## src/rtl/lutram_march_tester.sv

```systemverilog
// Self-checking distributed-RAM march tester: clear, then NUM_PASSES write/verify sweeps
// at a divided step rate, with a saturating mismatch count and a sticky pass/fail result.
module lutram_march_tester #(
  parameter int          A_WIDTH         = 8,
  parameter int          D_WIDTH         = 1,
  parameter int          PATTERN         = 0,
  parameter int          NUM_PASSES      = 2,
  parameter logic [31:0] DIV_COUNTER_END = 32'h00FFFFFF,
  parameter int          ERR_W           = 16
) (
  input  logic               clk_i,
  input  logic               rst_i,
  input  logic               inject_i,
  output logic [D_WIDTH-1:0] q_o,
  output logic [A_WIDTH-1:0] addr_o,
  output logic [2:0]         state_o,
  output logic [1:0]         pass_idx_o,
  output logic               done_o,
  output logic               pass_o,
  output logic [ERR_W-1:0]   err_count_o,
  output logic [A_WIDTH-1:0] first_err_addr_o
);

  typedef enum logic [2:0] {
    ST_INITIAL = 3'd0,
    ST_CLEAR   = 3'd1,
    ST_WRITE   = 3'd2,
    ST_VERIFY  = 3'd3,
    ST_FINISH  = 3'd4
  } state_e;

  localparam logic [1:0] LAST_PASS = 2'(NUM_PASSES - 1);

  state_e               state_q, state_d;
  logic [31:0]          div_q, div_d;
  logic [A_WIDTH-1:0]   addr_q, addr_d;
  logic [1:0]           pass_q, pass_d;
  logic [ERR_W-1:0]     err_q, err_d;
  logic [A_WIDTH-1:0]   first_q, first_d;
  logic                 done_q, done_d;
  logic                 pass_ok_q, pass_ok_d;

  logic                 tick;
  logic                 addr_max;
  logic                 mismatch;
  logic                 we;
  logic [D_WIDTH-1:0]   wdata;
  logic [D_WIDTH-1:0]   exp_data;
  logic [D_WIDTH-1:0]   rdata;
  logic [D_WIDTH-1:0]   mem_q [0:(1<<A_WIDTH)-1];

  function automatic logic [D_WIDTH-1:0] expected_word(input logic [A_WIDTH-1:0] a,
                                                       input logic [1:0]         p);
    logic [A_WIDTH+D_WIDTH-1:0] ext;
    logic [D_WIDTH-1:0]         base;
    ext = {{D_WIDTH{1'b0}}, a};
    case (PATTERN)
      0:       base = {D_WIDTH{a[0]}};
      1:       base = ext[D_WIDTH-1:0];
      default: base = ~ext[D_WIDTH-1:0];
    endcase
    return base ^ {D_WIDTH{p[0]}};
  endfunction

  always_comb begin
    tick  = (div_q >= DIV_COUNTER_END);
    div_d = tick ? '0 : div_q + 32'd1;
  end

  assign addr_max = (addr_q == '1);
  assign exp_data = expected_word(addr_q, pass_q);
  assign rdata    = mem_q[addr_q];
  assign mismatch = (state_q == ST_VERIFY) && (rdata != exp_data);

  // State register plus the datapath flops it steers.
  always_ff @(posedge clk_i) begin
    if (rst_i) begin
      state_q   <= ST_INITIAL;
      div_q     <= '0;
      addr_q    <= '0;
      pass_q    <= '0;
      err_q     <= '0;
      first_q   <= '0;
      done_q    <= 1'b0;
      pass_ok_q <= 1'b0;
    end else begin
      state_q   <= state_d;
      div_q     <= div_d;
      addr_q    <= addr_d;
      pass_q    <= pass_d;
      err_q     <= err_d;
      first_q   <= first_d;
      done_q    <= done_d;
      pass_ok_q <= pass_ok_d;
    end
  end

  always_comb begin
    state_d = state_q;
    if (tick) begin
      case (state_q)
        ST_INITIAL: state_d = ST_CLEAR;
        ST_CLEAR:   if (addr_max) state_d = ST_WRITE;
        ST_WRITE:   if (addr_max) state_d = ST_VERIFY;
        ST_VERIFY:  if (addr_max) state_d = (pass_q < LAST_PASS) ? ST_WRITE : ST_FINISH;
        ST_FINISH:  state_d = ST_FINISH;
        default:    state_d = ST_INITIAL;
      endcase
    end
  end

  // Address increments wrap max->0 on their own, so phase changes need no explicit clear.
  always_comb begin
    addr_d  = addr_q;
    pass_d  = pass_q;
    err_d   = err_q;
    first_d = first_q;
    if (tick) begin
      case (state_q)
        ST_CLEAR, ST_WRITE: addr_d = addr_q + 1'b1;
        ST_VERIFY: begin
          addr_d = addr_q + 1'b1;
          if (addr_max && (pass_q < LAST_PASS)) pass_d = pass_q + 1'b1;
          if (mismatch) begin
            if (err_q != '1) err_d = err_q + 1'b1;
            if (err_q == '0) first_d = addr_q;
          end
        end
        default: addr_d = '0;
      endcase
    end
    done_d    = (state_d == ST_FINISH);
    pass_ok_d = done_d && (err_d == '0);
  end

  always_comb begin
    we       = 1'b0;
    wdata    = '0;
    if (tick) begin
      case (state_q)
        ST_CLEAR: we = 1'b1;
        ST_WRITE: begin
          we       = 1'b1;
          wdata    = exp_data;
          wdata[0] = exp_data[0] ^ inject_i;
        end
        default: we = 1'b0;
      endcase
    end
  end

  // RAM contents deliberately survive reset; only writes are suppressed during it.
  always_ff @(posedge clk_i) begin
    if (!rst_i && we) mem_q[addr_q] <= wdata;
  end

  assign q_o              = rdata;
  assign addr_o           = addr_q;
  assign state_o          = state_q;
  assign pass_idx_o       = pass_q;
  assign done_o           = done_q;
  assign pass_o           = pass_ok_q;
  assign err_count_o      = err_q;
  assign first_err_addr_o = first_q;

endmodule

```

## config.mk

```make
export PLATFORM = sky130hd
export DESIGN_NAME = lutram_march_tester
export DESIGN_NICKNAME = d
export VERILOG_FILES = /design/src/rtl/lutram_march_tester.sv
export SDC_FILE = /design/constraint.sdc
export NUM_CORES = 1
export LEC_CHECK = 0
export BUFFER_PORTS_ARGS = -buffer_cell sky130_fd_sc_hd__buf_2
export CORE_ASPECT_RATIO = 0.5
export CORE_UTILIZATION = 60
export DETAILED_ROUTE_END_ITERATION = 10
export PLACE_DENSITY_LB_ADDON = 0.3
export SETUP_SLACK_MARGIN = 0.2
export SLEW_MARGIN = 10
export SYNTH_ARGS = -nofsm -noshare
export SYNTH_HDL_FRONTEND = slang
export SYNTH_SLANG_ARGS = --single-unit
```

## constraint.sdc

```tcl
create_clock -name clk_i -period 17.6 [get_ports clk_i]
set_clock_uncertainty 0.15 [all_clocks]
set_input_delay 1.76 -clock clk_i [delete_from_list [all_inputs] [get_ports clk_i]]
set_output_delay 1.76 -clock clk_i [all_outputs]
set_load 0.02 [all_outputs]
```

### Word level (Yosys, flattened, before mapping)

Memories as Yosys holds them, arrays and structs flattened. A register that Yosys moved wholly into a read port is not among the register bits.
Index checks and enable logic that the tools add are counted.

| storage, ports and cells | value |
|---|---|
| bits in registers | 71 |
| bits in writable memories | 256 |
| input bits | 3 |
| output and inout port bits | 40 |
| word-level logic and storage cells | 57 |
| memories | 1 |

Memories:

| memory | words | width | read ports | clocked after Yosys merged registers in | wr ports | line | text |
|---|---|---|---|---|---|---|---|
| mem_q | 256 | 1 | 1 | 1 | 1 | 50 | `logic [D_WIDTH-1:0] mem_q [0:(1<<A_WIDTH)-1];` |

| cells by class | value |
|---|---|
| add/sub/neg operators | 4 |
| order comparisons | 2 |
| equality and inequality tests | 8 |
| muxes and demuxes | 19 |
| bitwise gates (word level) | 2 |
| reduce and logical (&&, ||, !) cells | 13 |

Operator list:

| operator | count |
|---|---|
| 16-bit 2-to-1 mux | 4 |
| 32-bit by 1-bit adder with 32-bit output, second input constant | 1 |
| 32-bit by 24-bit >= comparator with 1-bit output, second input constant | 1 |
| 16-bit zero test | 2 |
| 8-bit 2-to-1 mux | 3 |
| 16-bit by 1-bit adder with 16-bit output, second input constant | 1 |
| 16-bit != test, second input constant | 1 |
| 3-bit 2-to-1 mux | 5 |
| 3-bit one-hot mux with 5 select lines | 1 |
| 8-bit by 1-bit adder with 8-bit output, second input constant | 1 |
| 8-bit == test, second input constant | 1 |
| 3-bit by 2-bit == test with 1-bit output, second input constant | 2 |
| 3-bit == test, second input constant | 2 |
| 1-bit 2-to-1 mux | 6 |
| 1-bit logical AND | 4 |
| 4-bit AND reduction | 1 |
| 2-bit OR reduction | 2 |
| 3-bit by 1-bit == test with 1-bit output, second input constant | 1 |
| 3-bit zero test | 1 |
| 3-bit AND reduction | 1 |
| 3-bit OR reduction | 1 |
| 2-bit by 1-bit adder with 2-bit output, second input constant | 1 |
| 2-bit by 1-bit < comparator with 1-bit output, second input constant | 1 |
| 1-bit bitwise XOR | 2 |
| other kinds (2) | 2 |

### Logic depth before layout (Yosys ltp)

Gate-level depths: netlist (run 1).

| logic depth | value |
|---|---|
| word-level depth | 8 |
| gate-level depth with buffers | 16 |
| mapped depth without buffers | 10 |

### Worst setup path before layout (run 1)

No wires, ideal clock.

| path | value |
|---|---|
| kind | input -> register |
| from | input inject_i |
| to | memory mem_q[0], data pin |
| setup time | 1391 ps |
| arrival time | 7891 ps |
| data required time | 16059 ps |
| setup slack | 8168 ps |
| stages | 3 |
| buffers on the path | 0 |
| cells stage by stage | xnor2_1 > nand3_1 > nor2_1 |

| on the way | value |
|---|---|
| word-level cells in the longest chain between the ends | 3 |

RTL lines:

| what | line | text |
|---|---|---|
| from (decl) | 13 | `input logic inject_i,` |
| 1-bit bitwise XOR | 145 | `wdata[0] = exp_data[0] ^ inject_i;` |
| 1-bit 2-to-1 mux | 140 | `case (state_q)` |
| 1-bit 2-to-1 mux | 139 | `if (tick) begin` |
| via wdata | 47 | `logic [D_WIDTH-1:0] wdata;` |
| to (decl) | 50 |  |

The timed path passes the listed nets, and every way through them passes these cells.

==> results of run 1 <==
==> registers in the layout (all words and copies together), names as in the netlist, named ones only <==
register,cells
mem_q,256
div_q,32
err_count_o,16
addr_o,8
first_err_addr_o,8
state_o,3
pass_idx_o,2
done_o,1
pass_o,1
==> per-stage QoR <==
| stage | hold slack [ns] | worst slack (ns) | std cells | total power, mW | utilization, % |
|---|---|---|---|---|---|
| 3_3_place_gp | 0.313 | 12.58 | 1490 | 0.887 | 62.6 |
| 5_1_grt | 0.390 | 11.74 | 1546 | 1.59 | 66.9 |
| 4_1_cts | 0.361 | 11.86 | 1546 | 1.56 | 66.9 |
| 2_1_floorplan | 0.291 | 8.17 | 1185 | 0.882 | - |
| 6_report | 0.355 | 11.90 | 1546 | 1.56 | 66.9 |
| 3_5_place_dp | 0.342 | 12.52 | 1490 | 0.887 | 62.6 |
==> how the worst max path moves through the flow <==
stage / slack (ns) / startpoint / to / depth (start not counted)
floorplan: 8.17 / inject_i / mem_q[0] / 3
global placement: 12.58 / register / q_o / 7
detailed placement: 12.52 / register / q_o / 7
CTS: 11.86 / register / q_o / 7
global route: 11.74 / register / q_o / 7
finish: 11.90 / register / q_o / 7
==> per-layer routing <==
layer / up-vias / global-route usage, %
li1: 4293 / -
met1: 4724 / 37.9
met2: 543 / 43.0
met3: 78 / 6.85
met4: 0 / 7.66
met5: - / 0
==> cell families after synthesis <==
kind of cell	Yosys count
muxes	93
DFF	335
AOI/OAI and AO/OA	77
and+or+nand+nor	530
other	1
adders and majority gates	8
xor gates and xnor gates	43
buffers and inverters	91
==> synthesized netlist by cell type, types with 3 or more instances <==
library cell	n	area, um2
a2111oi_0	3	26.3
a211oi_1	6	45.0
a21oi_1	11	55.1
a22oi_1	9	67.6
a31oi_1	5	31.3
and2_1	5	31.3
and3_1	8	50.1
and4_1	6	52.6
buf_2	5	25.0
buf_4	4	30.0
buf_6	5	56.3
clkbuf_1	48	180
clkbuf_8	10	138
dfxtp_1	79	1580
edfxtp_1	256	7690
ha_1	8	100
inv_1	14	52.6
mux2_2	8	90.1
mux2i_1	25	250
mux4_1	24	631
mux4_2	36	811
nand2_1	68	255
nand2b_1	6	37.5
nand3_1	29	145
nand4_1	14	87.6
nor2_1	337	1260
nor2b_1	13	81.3
nor3_1	13	65.1
nor4_1	7	43.8
nor4b_1	3	26.3
o2111ai_1	3	26.3
o21ai_0	9	45.0
o21ai_2	3	26.3
o22ai_1	5	31.3
or3_1	4	25.0
xnor2_1	19	166
xor2_1	24	210
==> power by group through the flow <==
stage	registers, mW	clock network (mW)	logic, mW
global placement	0.863	0	0.0235
detailed placement	0.863	0	0.0239
global route	0.846	0.716	0.0261
floorplan	0.859	0	0.0230
CTS	0.846	0.688	0.0243
finish	0.846	0.687	0.0247
==> area by class of cell <==
type                    instances  area, um2
inverters                      14       52.6
flip-flops and latches        335       9280
clock inverters                18        218
clock buffers                  38        812
well taps                     336        420
repair buffers                 46        240
fillers                      1693       8040
multi-input cells             759       5210
==> impl_metrics.env, run 1 <==
export IMPL_synth_seq_cells=335
export IMPL_criticalPathCategory="register to primary output"
export IMPL_clkTransAtPathRegs_ns=0.07
export IMPL_grt_overflow=0
export IMPL_synth_xor_area_share_pct=2.51
export IMPL_power_per_cell_area_nw_per_um2=95.9
export IMPL_tns_ns=0
export IMPL_fin_area_um2=16200
export IMPL_crit_fanout=61
export IMPL_power_net_switching_mw=0.307
export IMPL_cts_max_level=1
export IMPL_initial_core_util_pct=61.8
export IMPL_r2r_cells=10
export IMPL_antenna_cells=0
export IMPL_die_w_um=226
export IMPL_cts_resized=0
export IMPL_synthSimpleGateAreaFrac_pct=15.6
export IMPL_leakage_nw=5.66
export IMPL_syn2layout_area_growth_pct=8.28
export IMPL_ant_nets=0
export IMPL_num_nets_final=1197
export IMPL_gp_congestion=0.854
export IMPL_synthMuxAreaShare_pct=11.9
export IMPL_cp_arrival_ns=3.79
export IMPL_fin_crit_sh_pct=32.4
export IMPL_min_period_ns=5.70
export IMPL_status="finished clean"
export IMPL_endpoint_kind="primary output"
export IMPL_holdBufCountCts=0
export IMPL_synth_top_family_by_area="simple AND/OR/NAND/NOR gates"
export IMPL_max_cap_viol_count=0
export IMPL_numCtsBuffers=30
export IMPL_reg2reg_to="pass_o"
export IMPL_grt_pass1_wl_mm=52.3
export IMPL_layout_common_cells="nor2_1 (336), edfxtp_1 (256), dfxtp_1 (77), nand2_1 (68), buf_2 (42)"
export IMPL_power_frac_clock_pct=44.1
export IMPL_ys_warn_count=0
export IMPL_antenna_found_initial=0
export IMPL_layout_commonest_cell="nor2_1"
export IMPL_whs_endpoint="div_q[0]"
export IMPL_vias=9638
export IMPL_dr_wl_met2_mm=15.7
export IMPL_p_sw_share_pct=19.7
export IMPL_min_delay_start="div_q[0]"
export IMPL_ff2ff_setup_slack_ns=13.09
export IMPL_max_freq_mhz=175
export IMPL_peakVddDrop_uv=79.4
export IMPL_hp_class="register to register"
export IMPL_grt_max_degree=142
export IMPL_wl_met1_mm=13.4
export IMPL_synthCells=1178
export IMPL_synth_edff_count=256
export IMPL_cpPeakStageDelay_ns=1.05
export IMPL_root_buffer="clkbuf_16"
export IMPL_cpMaxStageDelayCell="dfxtp_4"
export IMPL_rsz0062_at_grt="no"
export IMPL_die_area_um2=25700
export IMPL_synth_cell_area_um2=15000
export IMPL_die_h_um=114
export IMPL_yosysSeqAreaShare_pct=61.8
export IMPL_synth_compound_area_share_pct=3.84
export IMPL_crit_buf_inv=1
export IMPL_fp_row_count=40
export IMPL_place_area_um2=15200
export IMPL_first_global_vias=9319
export IMPL_finalSetupViolCount=0
export IMPL_p_int_mw=1.25
export IMPL_avgViaCountPerCell=6.23
export IMPL_relSlewSlack_pct=20.0
export IMPL_crit_path_cell_trace="mux4_1, mux2i_1, a2111oi_0, or4_4, o21ai_2, nor2_1, buf_2"
export IMPL_cts_tree="yes"
export IMPL_dr_max_layer_used="met4"
export IMPL_crit_required_ns=15.69
export IMPL_wl_met3_mm=4.13
export IMPL_async_reset_ff_share_pct=0
export IMPL_clock_latency_ns=0.56
export IMPL_finalMaxSlewViolations=0
export IMPL_portBuffers=42
export IMPL_hold_viol=0
export IMPL_worstMarginPinSlew_ns=1.20
export IMPL_worstHoldPathCells=1
export IMPL_wl_mm=34.1
export IMPL_cts_sinks=335
export IMPL_wl_per_cell_um=22.1
export IMPL_synth_ff_type="edfxtp_1"
export IMPL_crit_family="flip-flops"
export IMPL_grt_util_all_layers_pct=27.2
export IMPL_yosysUniqueCellTypes=78
export IMPL_core_um2=24300
export IMPL_syn_avg_cell_area_um2=12.7
export IMPL_dp_hpwl_mm=19.4
export IMPL_ioPinCount=43
export IMPL_drc=0
export IMPL_dr_pass1_iters=5
export IMPL_cts_path_max_buffers=3
export IMPL_cts_setup_buffers=0
export IMPL_pwr_share_seq_pct=54.3
export IMPL_pwr_share_comb_pct=1.6
export IMPL_synth_fa_ha_area_share_pct=0.668
export IMPL_start_kind="register"
export IMPL_drive_gt1_share_pct=13.4
export IMPL_drtIter0Drc=1134
Note: power is estimated with default switching activity, not from simulation.
==> run 2, diff against run 1 <==
==> constraint.sdc (replaced) <==
create_clock -name clk_i -period 5.9 [get_ports clk_i]
set_clock_uncertainty 0.15 [all_clocks]
set_input_delay 0.59 -clock clk_i [delete_from_list [all_inputs] [get_ports clk_i]]
set_output_delay 0.59 -clock clk_i [all_outputs]
set_load 0.02 [all_outputs]
==> impl_metrics.env, run 2 (same netlist as run 1, synthesis figures left out) <==
export IMPL_clock_latency_ns=0.57
export IMPL_filler_cell_count=1670
export IMPL_min_period_ns=4.43
export IMPL_placed_cells=1492
export IMPL_vias=9634
export IMPL_grt_overflow=0
export IMPL_wl_per_cell_um=21.7
export IMPL_layout_commonest_cell="nor2_1"
export IMPL_cp_arrival_ns=4.79
export IMPL_syn2layout_area_growth_pct=8.02
export IMPL_fp_row_count=40
export IMPL_root_buffer="clkbuf_16"
export IMPL_core_um2=24300
export IMPL_first_global_vias=9199
export IMPL_finalSetupViolCount=0
export IMPL_largest_register="mem_q"
export IMPL_drc=0
export IMPL_criticalPathCategory="register to register"
export IMPL_cts_tree="yes"
export IMPL_initial_core_util_pct=61.8
export IMPL_wl_mm=33.6
export IMPL_cts_path_max_buffers=3
export IMPL_final_cells=1546
export IMPL_endpoint_kind="register"
export IMPL_largest_register_ffs=256
export IMPL_grt_util_all_layers_pct=26.9
export IMPL_place_area_um2=15200
export IMPL_leakage_nw=5.65
export IMPL_cts_setup_buffers=0
export IMPL_status="finished clean"
export IMPL_grt_max_degree=257
export IMPL_cts_resized=0
export IMPL_avgViaCountPerCell=6.23
export IMPL_drive_gt1_share_pct=13.6
export IMPL_drtIter0Drc=1295
export IMPL_fin_crit_sh_pct=75.1
export IMPL_tns_ns=0
export IMPL_start_kind="register"
export IMPL_clkTransAtPathRegs_ns=0.07
export IMPL_max_freq_mhz=226
export IMPL_crit_required_ns=6.26
export IMPL_die_h_um=114
export IMPL_power_per_cell_area_nw_per_um2=280
export IMPL_crit_fanout=61
export IMPL_holdBufCountCts=0
export IMPL_hp_class="register to register"
export IMPL_grt_pass1_wl_mm=51.3
export IMPL_finalMaxSlewViolations=0
export IMPL_peakVddDrop_uv=256
export IMPL_relSlewSlack_pct=23.2
export IMPL_portBuffers=42
export IMPL_dr_pass1_iters=7
export IMPL_fin_area_um2=16200
export IMPL_die_area_um2=25700
export IMPL_antenna_found_initial=0
export IMPL_hold_viol=0
export IMPL_numCtsBuffers=29
export IMPL_gp_congestion=0.882
export IMPL_worstMarginPinSlew_ns=1.15
export IMPL_layout_common_cells="nor2_1 (336), edfxtp_1 (256), dfxtp_1 (77), nand2_1 (68), buf_2 (42)"
export IMPL_cts_max_level=1
export IMPL_die_w_um=226
export IMPL_ioPinCount=43
export IMPL_antenna_cells=0
export IMPL_rsz0062_at_grt="no"
export IMPL_num_nets_final=1198
export IMPL_ant_nets=0
export IMPL_cts_sinks=335
export IMPL_max_cap_viol_count=0
export IMPL_dp_hpwl_mm=19.6
[run 2: final cells by class]
| type | count | area, um2 | share of cell area [%] |
|---|---|---|---|
| inverter | 14 | 52.6 | 0.325 |
| timing repair buffer | 48 | 268 | 1.65 |
| tap | 336 | 420 | 2.60 |
| multi-input combinational | 759 | 5210 | 32.2 |
| sequential | 335 | 9280 | 57.3 |
| clock buffer | 36 | 792 | 4.89 |
| clock inverter | 18 | 171 | 1.06 |
[run 2: routing by layer]
| metal | part of all wire (%) | GRT usage (%) | vias to the layer above |
|---|---|---|---|
| li1 | - | - | 4285 |
| met4 | 2.4 | 6.30 | 0 |
| met1 | 41 | 38.7 | 4724 |
| met5 | 0 | 0 | - |
| met3 | 12 | 7.16 | 67 |
| met2 | 45 | 41.4 | 558 |
[run 2: report_power, final]
group          total, mW  switching (mW)  internal (mW)  leakage, nW
Sequential          2.52          0.0173           2.51         3.46
Clock               1.94           0.857           1.09        0.479
Combinational     0.0723          0.0431         0.0292         1.71
[run 2: critical path, stage by stage, from the launching register on]
cell	delay [ns]
dfxtp_4	0.98
mux4_1	0.41
o22ai_1	0.09
a2111oi_0	0.74
or4_1	0.32
o21ai_2	0.14
o21ai_2	0.26
nand3_4	0.25
or3_1	0.45
a2111oi_2	0.31
and4_1	0.22
[run 2: final timing paths]
check	from	end	slack, ns	cells past startpoint
setup / recovery	register	pass_o	1.47	10
hold / removal	div_q[0]	div_q[0]	0.35	1
setup reg to reg	register	pass_o	1.47	10
hold reg to reg	div_q[0]	div_q[0]	0.35	1
[run 2: stage by stage]
step	util (%)	setup slack, ns	hold WS, ns	power [mW]
detailed placement	62.7	1.57	0.323	2.65
global placement	62.7	1.63	0.313	2.64
global route	66.7	1.33	0.367	4.63
finish	66.7	1.47	0.347	4.54
CTS	66.7	1.49	0.340	4.55
floorplan	-	1.50	0.291	2.63
==> run 3, diff against run 2 <==
--- a/config.mk
+++ b/config.mk
@@ -5,9 +5,10 @@
 export SDC_FILE = /design/constraint.sdc
 export NUM_CORES = 1
 export LEC_CHECK = 0
+export ABC_AREA = 1
 export BUFFER_PORTS_ARGS = -buffer_cell sky130_fd_sc_hd__buf_2
 export CORE_ASPECT_RATIO = 0.5
-export CORE_UTILIZATION = 60
+export CORE_UTILIZATION = 56
 export DETAILED_ROUTE_END_ITERATION = 10
 export PLACE_DENSITY_LB_ADDON = 0.3
 export SETUP_SLACK_MARGIN = 0.2
==> constraint.sdc (replaced) <==
create_clock -name clk_i -period 4.02 [get_ports clk_i]
set_clock_uncertainty 0.15 [all_clocks]
set_input_delay 0.402 -clock clk_i [delete_from_list [all_inputs] [get_ports clk_i]]
set_output_delay 0.402 -clock clk_i [all_outputs]
set_load 0.02 [all_outputs]
==> impl_metrics.env, run 3 <==
export IMPL_die_area_um2=27700
export IMPL_synthTopCellsByCount="nand2_1 (383), nor2_1 (322), nand3_1 (285), edfxtp_1 (256), inv_1 (84)"
export IMPL_cts_path_max_buffers=3
export IMPL_dr_wl_met2_mm=16.7
export IMPL_yosys_area_top_type="edfxtp_1"
export IMPL_async_reset_ff_share_pct=0
export IMPL_ioPinCount=43
export IMPL_max_cap_viol_count=0
export IMPL_cts_tree="yes"
export IMPL_portBuffers=42
export IMPL_synth_most_common_cell="nand2_1"
export IMPL_crit_buf_inv=2
export IMPL_dp_hpwl_mm=21.8
export IMPL_placed_cells=1983
export IMPL_hold_viol=0
export IMPL_worstMarginPinSlew_ns=1.07
export IMPL_grt_max_degree=157
export IMPL_hp_class="input pin to register"
export IMPL_crit_fanout=16
export IMPL_num_nets_final=1676
export IMPL_endpoint_kind="register"
export IMPL_first_global_vias=11200
export IMPL_pwr_share_seq_pct=44.5
export IMPL_yosysSeqAreaShare_pct=61.2
export IMPL_power_net_switching_mw=2.47
export IMPL_syn2layout_area_growth_pct=10.4
export IMPL_drive_gt1_share_pct=8.64
export IMPL_wl_met1_mm=15.7
export IMPL_criticalPathCategory="register to register"
export IMPL_initial_core_util_pct=57.2
export IMPL_synthCells=1657
export IMPL_antenna_found_initial=0
export IMPL_p_int_mw=5.90
export IMPL_wl_met3_mm=4.70
export IMPL_synth_seq_cells=335
export IMPL_drtIter0Drc=1691
export IMPL_synth_top_area_share_pct=50.8
export IMPL_grt_pass1_wl_mm=60.1
export IMPL_ant_nets=0
export IMPL_fin_crit_sh_pct=89.6
export IMPL_utilization_pct=63.1
export IMPL_hold_ws_ns=0.126
export IMPL_rsz0062_at_grt="yes"
export IMPL_detailedPlace_worstSlack_ns=0.473
export IMPL_holdBufCountCts=0
export IMPL_die_h_um=118
export IMPL_cts_max_level=1
export IMPL_cts_sinks=335
export IMPL_wl_per_cell_um=18.7
export IMPL_ys_warn_count=0
export IMPL_crit_path_cell_trace="ha_4, nand2_2, inv_2, nand3_2, nor2_4, nand3_2, nor2_2, nand4_1, nand2_2, nand2_1, nor2_2, inv_1, nor3_2, nand2_1, nor2_1"
export IMPL_dr_pass1_iters=5
export IMPL_final_cells=2041
export IMPL_die_w_um=235
export IMPL_synth_cell_area_um2=15100
export IMPL_peakVddDrop_uv=444
export IMPL_numCtsBuffers=30
export IMPL_layout_commonest_cell="nand2_1"
export IMPL_clock_latency_ns=0.56
export IMPL_max_freq_mhz=277
export IMPL_min_period_ns=3.60
export IMPL_start_kind="register"
export IMPL_p_sw_share_pct=29.5
export IMPL_fin_area_um2=16700
export IMPL_power_frac_clock_pct=36.0
export IMPL_power_per_cell_area_nw_per_um2=501
export IMPL_crit_family="simple AND/OR/NAND/NOR gates"
export IMPL_avgViaCountPerCell=5.85
export IMPL_antenna_cells=0
export IMPL_grt_overflow=0
export IMPL_finalMaxSlewViolations=0
export IMPL_cpMaxStageDelayCell="nor2_2"
export IMPL_relSlewSlack_pct=28.5
export IMPL_crit_required_ns=4.11
export IMPL_leakage_nw=6.01
export IMPL_finalSetupViolCount=0
export IMPL_synth_edff_count=256
export IMPL_synth_area_top_cells="edfxtp_1 (51%), dfxtp_1 (10%), nand2_1 (9.5%)"
export IMPL_layout_common_cells="nand2_1 (382), nor2_1 (322), nand3_1 (282), edfxtp_1 (256), inv_1 (83)"
export IMPL_fp_row_count=42
export IMPL_tns_ns=0
export IMPL_drc=0
export IMPL_yosysUniqueCellTypes=42
export IMPL_clkTransAtPathRegs_ns=0.07
export IMPL_finalWorstSetupSlack_ns=0.416
export IMPL_cp_arrival_ns=3.70
export IMPL_syn_avg_cell_area_um2=9.14
export IMPL_root_buffer="clkbuf_16"
export IMPL_place_area_um2=15700
export IMPL_status="finished clean"
export IMPL_dr_max_layer_used="met4"
export IMPL_power_mw=8.38
export IMPL_gp_congestion=0.925
export IMPL_wl_mm=38.3
export IMPL_core_um2=26500
export IMPL_largest_register_ffs=256
export IMPL_synth_ff_type="edfxtp_1"
export IMPL_largest_register="mem_q"
export IMPL_vias=11900
export IMPL_pwr_share_comb_pct=19.4
export IMPL_grt_util_all_layers_pct=28.0
export IMPL_cpPeakStageDelay_ns=0.46
-- run 3: metal layers --
layer / vias up / GRT usage (%)
met4: 0 / 8.71
met2: 685 / 41.9
met3: 92 / 5.02
li1: 5551 / -
met1: 5613 / 41.4
met5: - / 0
-- run 3: kinds of logic after synthesis --
logic type                 Yosys count  share of synthesized area, %
buffers and inverters              184                          5.27
DFF                                335                          61.2
AOI/OAI and AO/OA                   55                          2.03
and+or+nand+nor                   1059                          29.9
adders and majority gates            8                         0.661
other                                1                        0.0248
xor gates and xnor gates            14                         0.810
muxes                                1                        0.0661
-- run 3: power by group through the flow --
stage                     sequential (mW)  combinational, mW  clock [mW]
after floorplan                      3.80               1.21           0
after global placement               3.81               1.55           0
after detailed placement             3.81               1.59           0
after CTS                            3.73               1.59        3.04
after global routing                 3.73               1.78        3.17
final                                3.73               1.63        3.02
-- run 3: final cells by class --
cell class | instances | area, um2
fillers | 2128 | 9760
flip-flops and latches | 335 | 9280
multi-input cells | 1145 | 5150
clock buffers | 36 | 815
repair buffers | 66 | 490
well taps | 352 | 440
inverters | 87 | 328
clock inverters | 20 | 223
-- run 3: final timing paths --
check / startpoint / to / slack [ns] / cells after the start
setup / recovery: div_q[0] / mem_q[144] / 0.42 / 15
hold reg to reg: first_err_addr_o[2] / first_err_addr_o[2] / 0.30 / 2
setup reg to reg: div_q[0] / mem_q[144] / 0.42 / 15
hold / removal: rst_i / err_count_o[13] / 0.13 / 2
-- run 3: repair_timing --
item,CTS,global route
setup endpoints to repair,0,59
gates resized for setup,0,3
buffers inserted,0,2
